<file path="config.mk">
export PLATFORM = sky130hd
export DESIGN_NAME = shift_add_multiply_accumulate
export DESIGN_NICKNAME = d
export VERILOG_FILES = /design/src/rtl/shift_add_multiply_accumulate.sv
export SDC_FILE = /design/constraint.sdc
export NUM_CORES = 1
export LEC_CHECK = 0
export ABC_AREA = 1
export CAP_MARGIN = 20
export CORE_ASPECT_RATIO = 0.75
export CORE_MARGIN = 2
export CORE_UTILIZATION = 50
export CTS_CLUSTER_SIZE = 16
export DETAILED_ROUTE_END_ITERATION = 12
export MAX_ROUTING_LAYER = met4
export PLACE_DENSITY = 0.75
export SLEW_MARGIN = 40
export SYNTH_ARGS = -nofsm -noshare
export SYNTH_HDL_FRONTEND = slang
export SYNTH_SLANG_ARGS = --single-unit
</file>
<file path="constraint.sdc">
create_clock -name clk -period 1.6 [get_ports clk]
set_input_delay 0.16 -clock clk [delete_from_list [all_inputs] [get_ports clk]]
set_output_delay 0.16 -clock clk [all_outputs]
set_load 0.02 [all_outputs]
</file>
<file path="src/rtl/shift_add_multiply_accumulate.sv">
// ----------------------------------------------------------------------------
// shift_add_multiply_accumulate
//   Sequential unsigned shift-and-add multiply-accumulate:
//     product = multiplicand * multiplier + addend
//   The multiplier is consumed one bit per clock, LSB first. This block is the
//   inverse of the non-restoring divider: divisor, quotient and remainder go in,
//   and the dividend comes out. It also works as a standalone multiplier.
//
// Ports
//   clk           in   1        rising-edge clock
//   rst           in   1        synchronous active-high reset, highest priority
//   start         in   1        job request, honoured only in IDLE
//   multiplicand  in   WIDTH    unsigned operand (divisor in round-trip use)
//   multiplier    in   WIDTH    unsigned operand (quotient in round-trip use)
//   addend        in   WIDTH    unsigned addend (remainder in round-trip use)
//   busy          out  1        high while stepping through multiplier bits
//   done          out  1        one-cycle pulse when product is updated
//   product       out  2*WIDTH  registered result, held until the next done
// ----------------------------------------------------------------------------
module shift_add_multiply_accumulate #(
   parameter int WIDTH = 8
) (
   input  logic                 clk,
   input  logic                 rst,
   input  logic                 start,
   input  logic [WIDTH-1:0]     multiplicand,
   input  logic [WIDTH-1:0]     multiplier,
   input  logic [WIDTH-1:0]     addend,
   output logic                 busy,
   output logic                 done,
   output logic [2*WIDTH-1:0]   product
);

   localparam int PW = 2 * WIDTH;
   localparam int CW = $clog2(WIDTH + 1);
   localparam logic [CW-1:0] LAST_STEP = CW'(WIDTH - 1);

   typedef enum logic [1:0] {
      S_IDLE = 2'b00,
      S_STEP = 2'b01,
      S_DONE = 2'b10,
      S_BAD  = 2'b11
   } state_e;

   state_e            state_q, state_d;
   logic [PW-1:0]     acc_q, acc_d;
   logic [PW-1:0]     mcand_q, mcand_d;
   logic [WIDTH-1:0]  mplier_q, mplier_d;
   logic [CW-1:0]     count_q, count_d;
   logic [PW-1:0]     product_q, product_d;
   logic [PW-1:0]     sum;

   always_ff @(posedge clk) begin
      if (rst) begin
         state_q   <= S_IDLE;
         acc_q     <= '0;
         mcand_q   <= '0;
         mplier_q  <= '0;
         count_q   <= '0;
         product_q <= '0;
      end else begin
         state_q   <= state_d;
         acc_q     <= acc_d;
         mcand_q   <= mcand_d;
         mplier_q  <= mplier_d;
         count_q   <= count_d;
         product_q <= product_d;
      end
   end

   // Accumulator after this step's conditional add; the final step's value
   // goes straight to product so the add of the top bit is not lost.
   assign sum = mplier_q[0] ? (acc_q + mcand_q) : acc_q;

   always_comb begin
      state_d   = state_q;
      acc_d     = acc_q;
      mcand_d   = mcand_q;
      mplier_d  = mplier_q;
      count_d   = count_q;
      product_d = product_q;
      case (state_q)
         S_IDLE: begin
            if (start) begin
               acc_d    = {{WIDTH{1'b0}}, addend};
               mcand_d  = {{WIDTH{1'b0}}, multiplicand};
               mplier_d = multiplier;
               count_d  = '0;
               state_d  = S_STEP;
            end
         end
         S_STEP: begin
            acc_d    = sum;
            mcand_d  = mcand_q << 1;
            mplier_d = mplier_q >> 1;
            count_d  = count_q + CW'(1);
            if (count_q == LAST_STEP) begin
               product_d = sum;
               state_d   = S_DONE;
            end
         end
         S_DONE: begin
            // start arriving here is dropped, not queued
            state_d = S_IDLE;
         end
         default: begin
            // Illegal code: recover to IDLE with everything at reset values
            state_d   = S_IDLE;
            acc_d     = '0;
            mcand_d   = '0;
            mplier_d  = '0;
            count_d   = '0;
            product_d = '0;
         end
      endcase
   end

   assign busy    = (state_q == S_STEP);
   assign done    = (state_q == S_DONE);
   assign product = product_q;

endmodule

</file>
# --- Word level (Yosys, flattened, before mapping) ---
# Cells that the tools add are included.
word_totals:
  out_inout_bits: 18
  ff_bits: 62
  input_bits: 27
  elab_cells: 34
op_classes:
  mux: 14
  eq_ne: 5
  reduce_logical: 5
  add_sub_neg: 2
  bitwise: 2
op_table:
  columns: ["op", "n"]
  rows:
  - ["16-bit one-hot mux with 3 select lines", 2]
  - ["16-bit 2-to-1 mux", 4]
  - ["16-bit one-hot mux with 2 select lines", 1]
  - ["8-bit one-hot mux with 3 select lines", 1]
  - ["16-bit adder", 1]
  - ["4-bit one-hot mux with 3 select lines", 1]
  - ["8-bit 2-to-1 mux", 1]
  - ["2-bit AND reduction", 3]
  - ["4-bit by 1-bit adder with 4-bit output, second input constant", 1]
  - ["4-bit by 3-bit == test with 1-bit output, second input constant", 1]
  - ["2-bit 2-to-1 mux", 2]
  - ["4-bit 2-to-1 mux", 1]
  - ["2-bit one-hot mux with 2 select lines", 1]
  - ["2-bit by 1-bit == test with 1-bit output, second input constant", 1]
  - ["2-bit == test, second input constant", 1]
  - ["2-bit zero test", 1]
  - ["2-bit by 1-bit != test with 1-bit output, second input constant", 1]
  - ["2-bit != test, second input constant", 1]
  - ["1-bit inverter", 2]
  - ["2-bit OR reduction", 1]

# --- Depth between registers and ports, before layout ---
logic_depth:
  ltp_word: 4
  mapped_depth: 12
  depth_no_buf: 12

# --- Worst setup path after synthesis ---
# OpenSTA, ideal clock, no wires.
synth_path:
  path_type: "reg2reg"
  startpoint: "register acc_q[0]"
  endpoint: "register acc_q[8]"
  n_path_buf: 0
  setup_ns: 0.132
  period_less_slack_ns: 1.720
  path_stages_with_launch: 12
  path_slack_ns: -0.120
  t_arrival_ns: 1.587
  t_required_ns: 1.468
  cell_sequence: "dfxtp_1 -> ha_1 -> fa_1 -> nand2_1 -> nand2_1 -> and2_1 -> nand2_1 -> nand2_1 -> xnor2_1 -> nand2_1 -> nand2_1 -> a21oi_1"
synth_between:
  elab_chain_len: 3
synth_rtl:
  columns: ["item", "line", "source"]
  rows:
  - ["start, declared", "46", "logic [PW-1:0] acc_q, acc_d;"]
  - ["start signal, assigned", "56", "acc_q <= '0;"]
  - ["start signal, assigned", "63", "acc_q <= acc_d;"]
  - ["16-bit adder", "73", "assign sum = mplier_q[0] ? (acc_q + mcand_q) : acc_q;"]
  - ["16-bit 2-to-1 mux", "73", null]
  - ["16-bit one-hot mux with 3 select lines", "82", "case (state_q)"]
# No other way between the ends.
# A chain may end at the register's enable or synchronous reset.

# --- Worst setup path after layout ---
layout_path:
  startpoint: "register acc_q[0]"
  endpoint: "register acc_q[4]"
# The elaborated chain is that of the path after synthesis.

==> summary.md <==
| Metric | Value |
|---|---|
| Antenna violations before repair | 0 |
| RSZ-0062 raised after global routing | true |
| Post-Syn Area per Cell | 6.713 sq um |
| Final WS setup | -0.1860 ns |
| DR vias/cell | 5.451 |
| Grt total ovfl | 0 |
| Core Region | 6799 sq um |
| CP endpoint kind | flip-flop |
| Max cap viols | 0 |
| Vias | 3816 |
| Initial DRC count | 357 |
| Worst slew pin tran | 0.5484 ns |
| Vias in the first global route | 3593 |
| Unique masters post-synth | 35 |
| PD cells | 861.5 nW/um^2 |
| Register area share after synthesis | 0.3535 |
| Gpl congestion | 0.9370 |
| Ys async rst share | 0 |
| CP Cell Sequence | ha_4 -> fa_2 -> nand2_2 -> nand2_2 -> and2_4 -> xnor2_2 -> nand2_1 -> nand2_2 -> nand2_1 -> nand2_1 -> a21oi_1 |
| # IOs | 45 |
| Initial Util | 0.5164 |
| Area grow syn2layout | 42.30% |
| Slew Viols, Final | 0 |
| DRT Wirelength | 10610 um |
| Core Rows | 26 |
| Critical Path RT | 1.82 ns |
| Die H | 76.57 um |
| Setup violators final | 17 |
| Synthesized area | 3511 sq um |
| Cell family with most CP delay | simple AND/OR/NAND/NOR gates |
| Critical path class | flip-flop to flip-flop |
| Critical path's largest stage delay | 0.34 ns |
| Pint | 0.003041 W |
| Wire length per cell | 15.15 um |
| Chip width | 100.8 um |
| Final critical-path required period | 1.786 ns |
| Crit path launch type | flip-flop |
| Drc violations | 0 |
| Maximum ir drop on the vdd rail | 0.0006013 V |
| Detailed placement HPWL | 6764 um |
| Worst skew pair latency | 0.35 ns |
| Clock Pin Slew Worst Setup and Hold Paths | 0.07 ns |
| Worst hold path type | primary input to flip-flop |
| Nets | 655 |
| Synthesized flop and latch total | 62 |
| CTS tree | done |
| Global-route usage over all layers | 0.2792 |
| Status | complete, but fails checks |
| Die area | 7715 sq um |
| Clock buffer depth | 2 |
| Start point of the critical path | acc_q[0]$_SDFFE_PP0P_ |
| Final Hold Fails | 0 |
| Switching Share | 0.2935 |
| Post-synth top flop | dfxtp_1 |
| Post-synthesis cell count | 523 |
| Hold Worst Slack | 0.3734 ns |
| Startpoint of the worst register-to-register path | acc_q[0]$_SDFFE_PP0P_ |
| TritonRoute pass-1 iters | 6 |
| Largest net degree at the start of global routing | 39 |
| Leading area contributor after synthesis | dfxtp_1 |
| H-tree Lvls | 3 |
| CTS sink cnt | 62 |
| Relative slew slack | 0.6339 |
| Reg power frac | 0.405 |
| Synth top area share | 0.3535 |
| Logic pwr share | 0.237 |
| Clock Skews | 0.005818 ns |
| Hold path startpoint | multiplier[2] |
| Synthesized Nets | 567 |
| Final period util | 1.116 |
| Buffers on Ports | 44 |
| Static leakage | 2.124 nW |
| Bufs and invs on worst path | 0 |
| Most frequent cell after synthesis | nand2_1 |
| Failing checks | negative setup slack |
| EDFF count, synth | 0 |
| Antenna diodes | 0 |
| First-pass GRT wire length | 16570 um |
| FMAX | 559.9 MHz |
| Post-route ant nets | 0 |
| NetSw | 0.001263 W |
| CTS root buffer | clkbuf_8 |
| Worst EP arrival | 2.01 ns |
| Crit-path max FO | 3 |
| Synth top cells by count | nand2_1 (169), dfxtp_1 (62), a21oi_1 (58) |
| Clock share of power | 0.358 |
| CP max-delay cell | dfxtp_2 |
| Yosys warnings | 0 |
| Share of cells above drive strength 1 | 0.2890 |
| CTS Buf Count | 9 |
| Top area cells in the synthesized netlist | dfxtp_1 (35%), nand2_1 (18%), a21oi_1 (8.3%), ha_1 (5.7%), inv_1 (5.5%) |
| Final Util | 0.7348 |
| Filler instances | 478 |
==> worst register-to-register path, stage by stage, from the launching register on <==
cell	delay, ns
dfxtp_2	0.34
ha_4	0.16
fa_2	0.34
nand2_2	0.09
nand2_2	0.06
and2_4	0.17
xnor2_2	0.14
nand2_1	0.10
nand2_2	0.11
nand2_1	0.05
nand2_1	0.05
a21oi_1	0.05
==> registers in the layout (all words and copies together) (netlist names) <==
| register | flops |
|---|---|
| product | 16 |
| mplier_q | 8 |
| acc_q | 16 |
| count_q | 4 |
| mcand_q | 16 |
| state_q | 2 |
==> layout make-up <==
cell class	count	area [sq um]	share of cell area
clock inverter	4	70.07	0.01402
timing repair buffer	102	905.9	0.1813
inverter	53	198.9	0.03982
sequential	62	1275	0.2552
tap	84	105.1	0.02104
multi-input combinational	383	2296	0.4596
clock buffer	12	145.1	0.02905
==> through the flow <==
stage	std cells	TNS, ns	cell area [sq um]	power [W]	setup WS [ns]
2_1_floorplan	523	-0.01208	3530	0.002258	-0.01208
3_3_place_gp	678	-0.7632	4324	0.002603	-0.06888
3_5_place_dp	678	-1.349	4324	0.002619	-0.1017
4_1_cts	695	-0.8560	4751	0.004202	-0.09268
5_1_grt	700	-3.775	4996	0.004487	-0.3129
6_report	700	-1.640	4996	0.004304	-0.1860
==> logic make-up (layout without fill, tap and decap cells) <==
logic type	after synthesis	after routing	synth area share
and+or+nand+nor	247	247	0.2947
AOI/OAI and AO/OA	116	116	0.1764
buffers and inverters	78	171	0.1051
DFF	62	62	0.3535
adders and majority gates	17	17	0.06272
xor gates and xnor gates	3	3	0.007485
==> per-layer routing <==
| metal | GRT usage | share of wire |
|---|---|---|
| met4 | 0.08767 | 0.027 |
| met1 | 0.3670 | 0.44 |
| met3 | 0.06147 | 0.076 |
| met2 | 0.4280 | 0.46 |
| met5 | - | 0 |
==> placed cells by master, fill, tap and decap left out, types with 3 or more instances in the layout <==
master             n
o21ai_0           29
nand3_1           16
a31oi_1           14
inv_2              3
dfxtp_1           39
nand2_1          142
buf_4             54
clkdlybuf4s50_1   42
nand3_2            9
a21oi_2           11
nor2_1            31
nor2_4             4
ha_4              14
inv_1             50
dfxtp_2           21
a21oi_1           49
clkbuf_8          10
nand2_2           28
o211ai_1           4
o21ai_1            7
==> worst paths after layout <==
kind / endpoint / slack (ns) / depth (start not counted)
setup / recovery: acc_q[4]$_SDFFE_PP0P_ / -0.19 / 11
hold / removal: mplier_q[2]$_SDFFE_PP0P_ / 0.37 / 3
setup reg to reg: acc_q[4]$_SDFFE_PP0P_ / -0.19 / 11
hold reg to reg: mplier_q[7]$_SDFFE_PP0P_ / 0.46 / 2
==> power by group through the flow <==
| stage | sequential (W) | clock [W] | combinational (W) |
|---|---|---|---|
| 2_1_floorplan | 0.00178 | 0 | 0.000481 |
| 3_3_place_gp | 0.00175 | 0 | 0.000856 |
| 3_5_place_dp | 0.00175 | 0 | 0.000868 |
| 4_1_cts | 0.00173 | 0.00155 | 0.000916 |
| 5_1_grt | 0.00175 | 0.00163 | 0.00111 |
| 6_report | 0.00174 | 0.00154 | 0.00102 |
==> repair_timing <==
action                     in CTS  in global routing
setup endpoints to repair      24                 29
hold buffers                    0                  0
resized for setup              37                 63
setup buffers                   1                  5
pin swaps                      11                 22
(Power assumes the default switching activity.)
==> patch 1, RTL diff (same settings) <==
`WIDTH`: 8 -> 16.
--- a/src/rtl/shift_add_multiply_accumulate.sv
+++ b/src/rtl/shift_add_multiply_accumulate.sv
@@ -18,7 +18,7 @@
 //   product       out  2*WIDTH  registered result, held until the next done
 // ----------------------------------------------------------------------------
 module shift_add_multiply_accumulate #(
-   parameter int WIDTH = 8
+   parameter int WIDTH = 16
 ) (
    input  logic                 clk,
    input  logic                 rst,
Interface: changed (resized addend, multiplicand, multiplier and product); port bits go from 45 to 85. No check against the original RTL was run, so the function may have changed too.
==> patch 1 against the original RTL <==
  * The run still ends with setup timing left
  * Power up 130%
  * Largest cell class unchanged
  * Routed wire length rose to 2.7 times the old value
  * Critical path depth grew 3
  * Hold slack lost 0.15 ns
  * Area after synthesis is 110% higher
  * Design area rose by 140%
  * Final cell count rose by 140%
  * Sequential cell count increased by 57
  * Synthesized cell count up 130%
  * Largest power group is now the clock network
  * Non-clock buffer count grew 181
  * Sequential power is 92% higher
  * Setup slack lost 0.26 ns
==> patch 1: results (changes against the original RTL) <==
[status] outcome finished, violations left
[status] violations in the final reports setup timing
[timing] worst clock skew on the final layout 0.00890 ns [+0.00308 ns]
[final_layout] Final #Nets 1,521 [+130%]
[synthesis] Synth Net Count 1,272 [+120%]
[placed_design] RePlAce Congestion 1.03 [+10%]
[worst_setup_path] category of the worst setup path launch point flip-flop
[placed_design] detailed-placement wirelength estimate 18,000 um [+170%]
[timing] final setup violation count 62 [+45]
[grt] wire length of the first global-routing pass 43,200 um [+160%]
[synthesis] share of the yosys chip area belonging to registers 32.9% [-2.5 points]
[clock_network] CTS Buf Count 17 [+8]
[worst_setup_path] Worst R2R Start acc_q[0]
[timing] slew of the pin with the lowest slew margin 0.355 ns [-0.193 ns]
[synthesis] fraction of registers with async set or reset after synthesis 0% [unchanged]
[synthesis] leading cell types by total area after synthesis sky130_fd_sc_hd__dfxtp_1 33%, sky130_fd_sc_hd__nand2_1 22%, sky130_fd_sc_hd__a21oi_1 7.5%
[timing] setup total negative slack -15.85 ns [-14.21 ns]
[pwr] Net Sw Power 3.13 mW [+150%]
[clock_network] Max clock buf depth 2 [unchanged]
[clock_network] clock-pin slew of the registers on the worst-case setup and hold paths 0.06 ns
[worst_setup_path] maximum fanout count along the critical path 3 [unchanged]
[grt] initial antenna violation count 0 [unchanged]
[drt] via-per-instance ratio 5.61 [+2.9%]
[grt] via count of the first global-routing pass 8,552 [+140%]
[drt] number of design-rule violations left by the first detailed-router iteration 915 [+160%]
[grt] gr usage total 37.3% [+9.4 points]
[clock_network] total number of H-tree levels 4 [+1]
[synthesis] Syn. warnings 0 [unchanged]
[drt] number of detailed-routing iterations run before antenna repair 7 [+1]
[final_layout] fill cell count 841 [+76%]
[drt] DRC violation count after routing 0 [unchanged]
[placed_design] quantity of I/O buffers inserted on ports 84 [+91%]
[timing] setup slack of the critical path after layout -0.447 ns [-0.261 ns]
[synthesis] most common library cells after synthesis 427 x sky130_fd_sc_hd__nand2_1, 141 x sky130_fd_sc_hd__inv_1, 119 x sky130_fd_sc_hd__dfxtp_1, 108 x sky130_fd_sc_hd__a21oi_1, 97 x sky130_fd_sc_hd__nor2_1
[worst_setup_path] signal arrival time at the worst endpoint 2.39 ns [+0.38 ns]
[pwr] peak ir drop on the vdd network 0.737 mV [+23%]
[clock_network] library cell used as clock root buffer sky130_fd_sc_hd__clkbuf_16
[final_layout] fraction of layout instances using a drive strength above 1 36.7% [+7.8 points]
[drt] WL final 29,000 um [+170%]
[hold_path] class of the tightest hold or removal check in -> reg
[hold_path] hold path startpoint rst
[grt] largest net degree at the start of global routing 57 [+46%]
[final_layout] count of antenna diodes in the layout 0 [unchanged]
[pwr] P_leak 5.46 nW [+160%]
[synthesis] number of distinct standard cells referenced by the synthesized netlist 31 [-11%]
[placed_design] post-placement cell area 0.00969 mm2 [+120%]
[clock_network] clock latency of the later-clocked register in the worst-skew pair 0.44 ns [+0.09 ns]
[patch 1: worst max-delay path, stage by stage (launching register included)]
cell	delay, ns
sky130_fd_sc_hd__dfxtp_2	0.35
sky130_fd_sc_hd__ha_4	0.14
sky130_fd_sc_hd__inv_2	0.04
sky130_fd_sc_hd__fa_2	0.37
sky130_fd_sc_hd__inv_4	0.11
sky130_fd_sc_hd__nand3_4	0.08
sky130_fd_sc_hd__nand3_4	0.08
sky130_fd_sc_hd__nand3_2	0.11
sky130_fd_sc_hd__nand3_4	0.11
sky130_fd_sc_hd__nand2_2	0.08
sky130_fd_sc_hd__nand2_1	0.07
sky130_fd_sc_hd__nand2_1	0.06
sky130_fd_sc_hd__nand3_2	0.06
sky130_fd_sc_hd__nand2_2	0.08
sky130_fd_sc_hd__a21oi_1	0.21
[patch 1: repair_timing]
action	in CTS	in global routing
endpoints found under the setup margin	68	73
gates resized for setup	256	97
pin swaps	77	31
gates cloned	1	1
buffers inserted	17	10
[patch 1: stage by stage]
stage / utilization (%) / instances / setup WS, ns
2_1_floorplan: - / 1187 / -0.160
3_3_place_gp: 67.7 / 1590 / -0.403
3_5_place_dp: 67.7 / 1590 / -0.437
4_1_cts: 79.6 / 1638 / -0.319
5_1_grt: 82.6 / 1648 / -0.572
6_report: 82.6 / 1648 / -0.447
[patch 1: logic make-up (layout without fill, tap and decap cells)]
group / count (synthesis) / after routing / share of synthesized area, %
simple gates: 613 / 613 / 34.0
buf+inv: 196 / 457 / 10.4
xor+xnor: 4 / 4 / 0.483
compound gates: 221 / 221 / 16.3
flops: 119 / 119 / 32.9
fa+ha+maj: 34 / 34 / 5.97
[patch 1: path summary, 6_finish.rpt]
check,endpoint,slack [ns],cells past startpoint
max,acc_q[28],-0.45,14
min,acc_q[0],0.22,3
max reg2reg,acc_q[28],-0.45,14
min reg2reg,count_q[3],0.46,2
[patch 1: power groups by stage]
stage / clock, mW / sequential, mW / combinational (mW)
floorplan: 0 / 3.41 / 0.952
finish: 4.08 / 3.34 / 2.49
CTS: 4.06 / 3.33 / 2.26
detailed placement: 0 / 3.35 / 1.98
global route: 4.21 / 3.35 / 2.64
global placement: 0 / 3.34 / 1.96
[patch 1: cell type report]
| type | instances | area, um2 | area share (%) |
|---|---|---|---|
| repair buffers | 283 | 2590 | 21.9 |
| flip-flops and latches | 119 | 2460 | 20.8 |
| multi-input cells | 872 | 5360 | 45.4 |
| well taps | 200 | 250 | 2.12 |
| clock inverters | 14 | 184 | 1.56 |
| clock buffers | 17 | 425 | 3.60 |
| inverters | 143 | 547 | 4.62 |
[patch 1: per-layer routing]
layer	part of all wire (%)	GRT usage, %	wire length, um
met1	43	50.7	12400
met3	10	8.10	2970
met5	0	-	0
met2	44	55.3	12800
met4	2.7	12.1	782
==> patch 2, RTL diff (config.mk and constraints unchanged) <==
Without the edit above. Add an input register stage for `start`, `multiplicand`, `multiplier` and `addend`; this delays them by one clock.
--- a/src/rtl/shift_add_multiply_accumulate.sv
+++ b/src/rtl/shift_add_multiply_accumulate.sv
@@ -42,6 +42,18 @@
       S_BAD  = 2'b11
    } state_e;
 
+   logic start_q;
+   logic [WIDTH-1:0] multiplicand_q;
+   logic [WIDTH-1:0] multiplier_q;
+   logic [WIDTH-1:0] addend_q;
+
+   always_ff @(posedge clk) begin
+      start_q        <= start;
+      multiplicand_q <= multiplicand;
+      multiplier_q   <= multiplier;
+      addend_q       <= addend;
+   end
+
    state_e            state_q, state_d;
    logic [PW-1:0]     acc_q, acc_d;
    logic [PW-1:0]     mcand_q, mcand_d;
@@ -81,10 +93,10 @@
       product_d = product_q;
       case (state_q)
          S_IDLE: begin
-            if (start) begin
-               acc_d    = {{WIDTH{1'b0}}, addend};
-               mcand_d  = {{WIDTH{1'b0}}, multiplicand};
-               mplier_d = multiplier;
+            if (start_q) begin
+               acc_d    = {{WIDTH{1'b0}}, addend_q};
+               mcand_d  = {{WIDTH{1'b0}}, multiplicand_q};
+               mplier_d = multiplier_q;
                count_d  = '0;
                state_d  = S_STEP;
             end
Function: changed (Yosys sat finds a counterexample within 4 cycles, from zero or initial values and one cycle with rst high).
==> patch 2 against the original RTL <==
  * The flow still finishes with violations (setup timing)
  * Setup slack improved by 0.018 ns
  * Area after synthesis rose by 12%
  * Clock skew rose by 0.0072 ns
  * Power rose by 23%
  * Utilization rose by 0.17 points
  * Clock power rose by 18%
  * Global-route usage rose by 1.5 points
  * Design area rose by 10%
  * Routed wire length rose by 13%
  * Sequential cell count rose by 25
  * Count of clock-buffer cells in the layout fell by 3
  * Critical path type unchanged
  * Critical endpoint is now acc_q[10]
==> patch 2: results (changes against the original RTL) <==
[pwr] Sequential Power Share 45.6% [+5.1 points]
[timing] setup total negative slack -2.29 ns [-0.646 ns]
[grt] met3 usage 7.31% [+1.2 points]
[clock_network] Gates resized, CTS repair 45 [+22%]
[grt] via count of the first global-routing pass 3,684 [+2.5%]
[pwr] power consumed by combinational cells 1.07 mW [+5%]
[status] violations in the final reports setup timing
[pwr] Gate power share 20.2% [-3.5 points]
[timing] setup slack of the critical path after layout -0.168 ns [+0.0180 ns]
[status] outcome finished, violations left
[hold_path] hold path startpoint multiplier[0]
[hold_path] worst hold endpoint multiplier_q[0]
[timing] final setup violation count 25 [+8]
[final_layout] Final #Nets 660 [+0.76%]
[grt] global-route met2 utilization 40.7% [-2.1 points]
[pwr] peak ir drop on the vdd network 0.817 mV [+36%]
[placed_design] post-placement cell area 0.00475 mm2 [+9.9%]
[synthesis] share of the yosys chip area belonging to registers 44.4% [+9.1 points]
[synthesis] number of distinct standard cells referenced by the synthesized netlist 32 [-8.6%]
[final_layout] fraction of layout instances using a drive strength above 1 27.4% [-1.5 points]
[clock_network] post-CTS setup buffer count 2 [+1]
[hold_path] depth of the worst hold-timing path 1 [-2]
[clock_network] clock latency of the later-clocked register in the worst-skew pair 0.38 ns [+0.03 ns]
[placed_design] Place WS -0.213 ns [-0.111 ns]
[grt] met1 capacity usage during global routing 41.5% [+4.8 points]
-- patch 2: layout make-up --
class                      count  area (um2)
multi-input combinational    372        2290
fill                         548        1970
sequential                    87        1780
timing repair buffer          91         853
inverter                      55         209
tap                          101         126
clock buffer                   9         124
clock inverter                 7         114
-- patch 2: cells by family (layout without fill, tap and decap cells) --
kind of cell	after synthesis	in the layout	share of synthesized area, %
and+or+nand+nor	232	232	24.6
AOI/OAI and AO/OA	120	120	16.5
DFF	87	87	44.4
buffers and inverters	78	162	8.23
adders and majority gates	17	17	5.62
xor gates and xnor gates	3	3	0.670
-- patch 2: metal layers --
| layer | vias up | routed length (um) | part of all wire (%) |
|---|---|---|---|
| li1 | 1908 | - | - |
| met1 | 1849 | 5790 | 48 |
| met2 | 178 | 4950 | 41 |
| met3 | 22 | 994 | 8.3 |
| met4 | 0 | 221 | 1.8 |
| met5 | - | 0 | 0 |
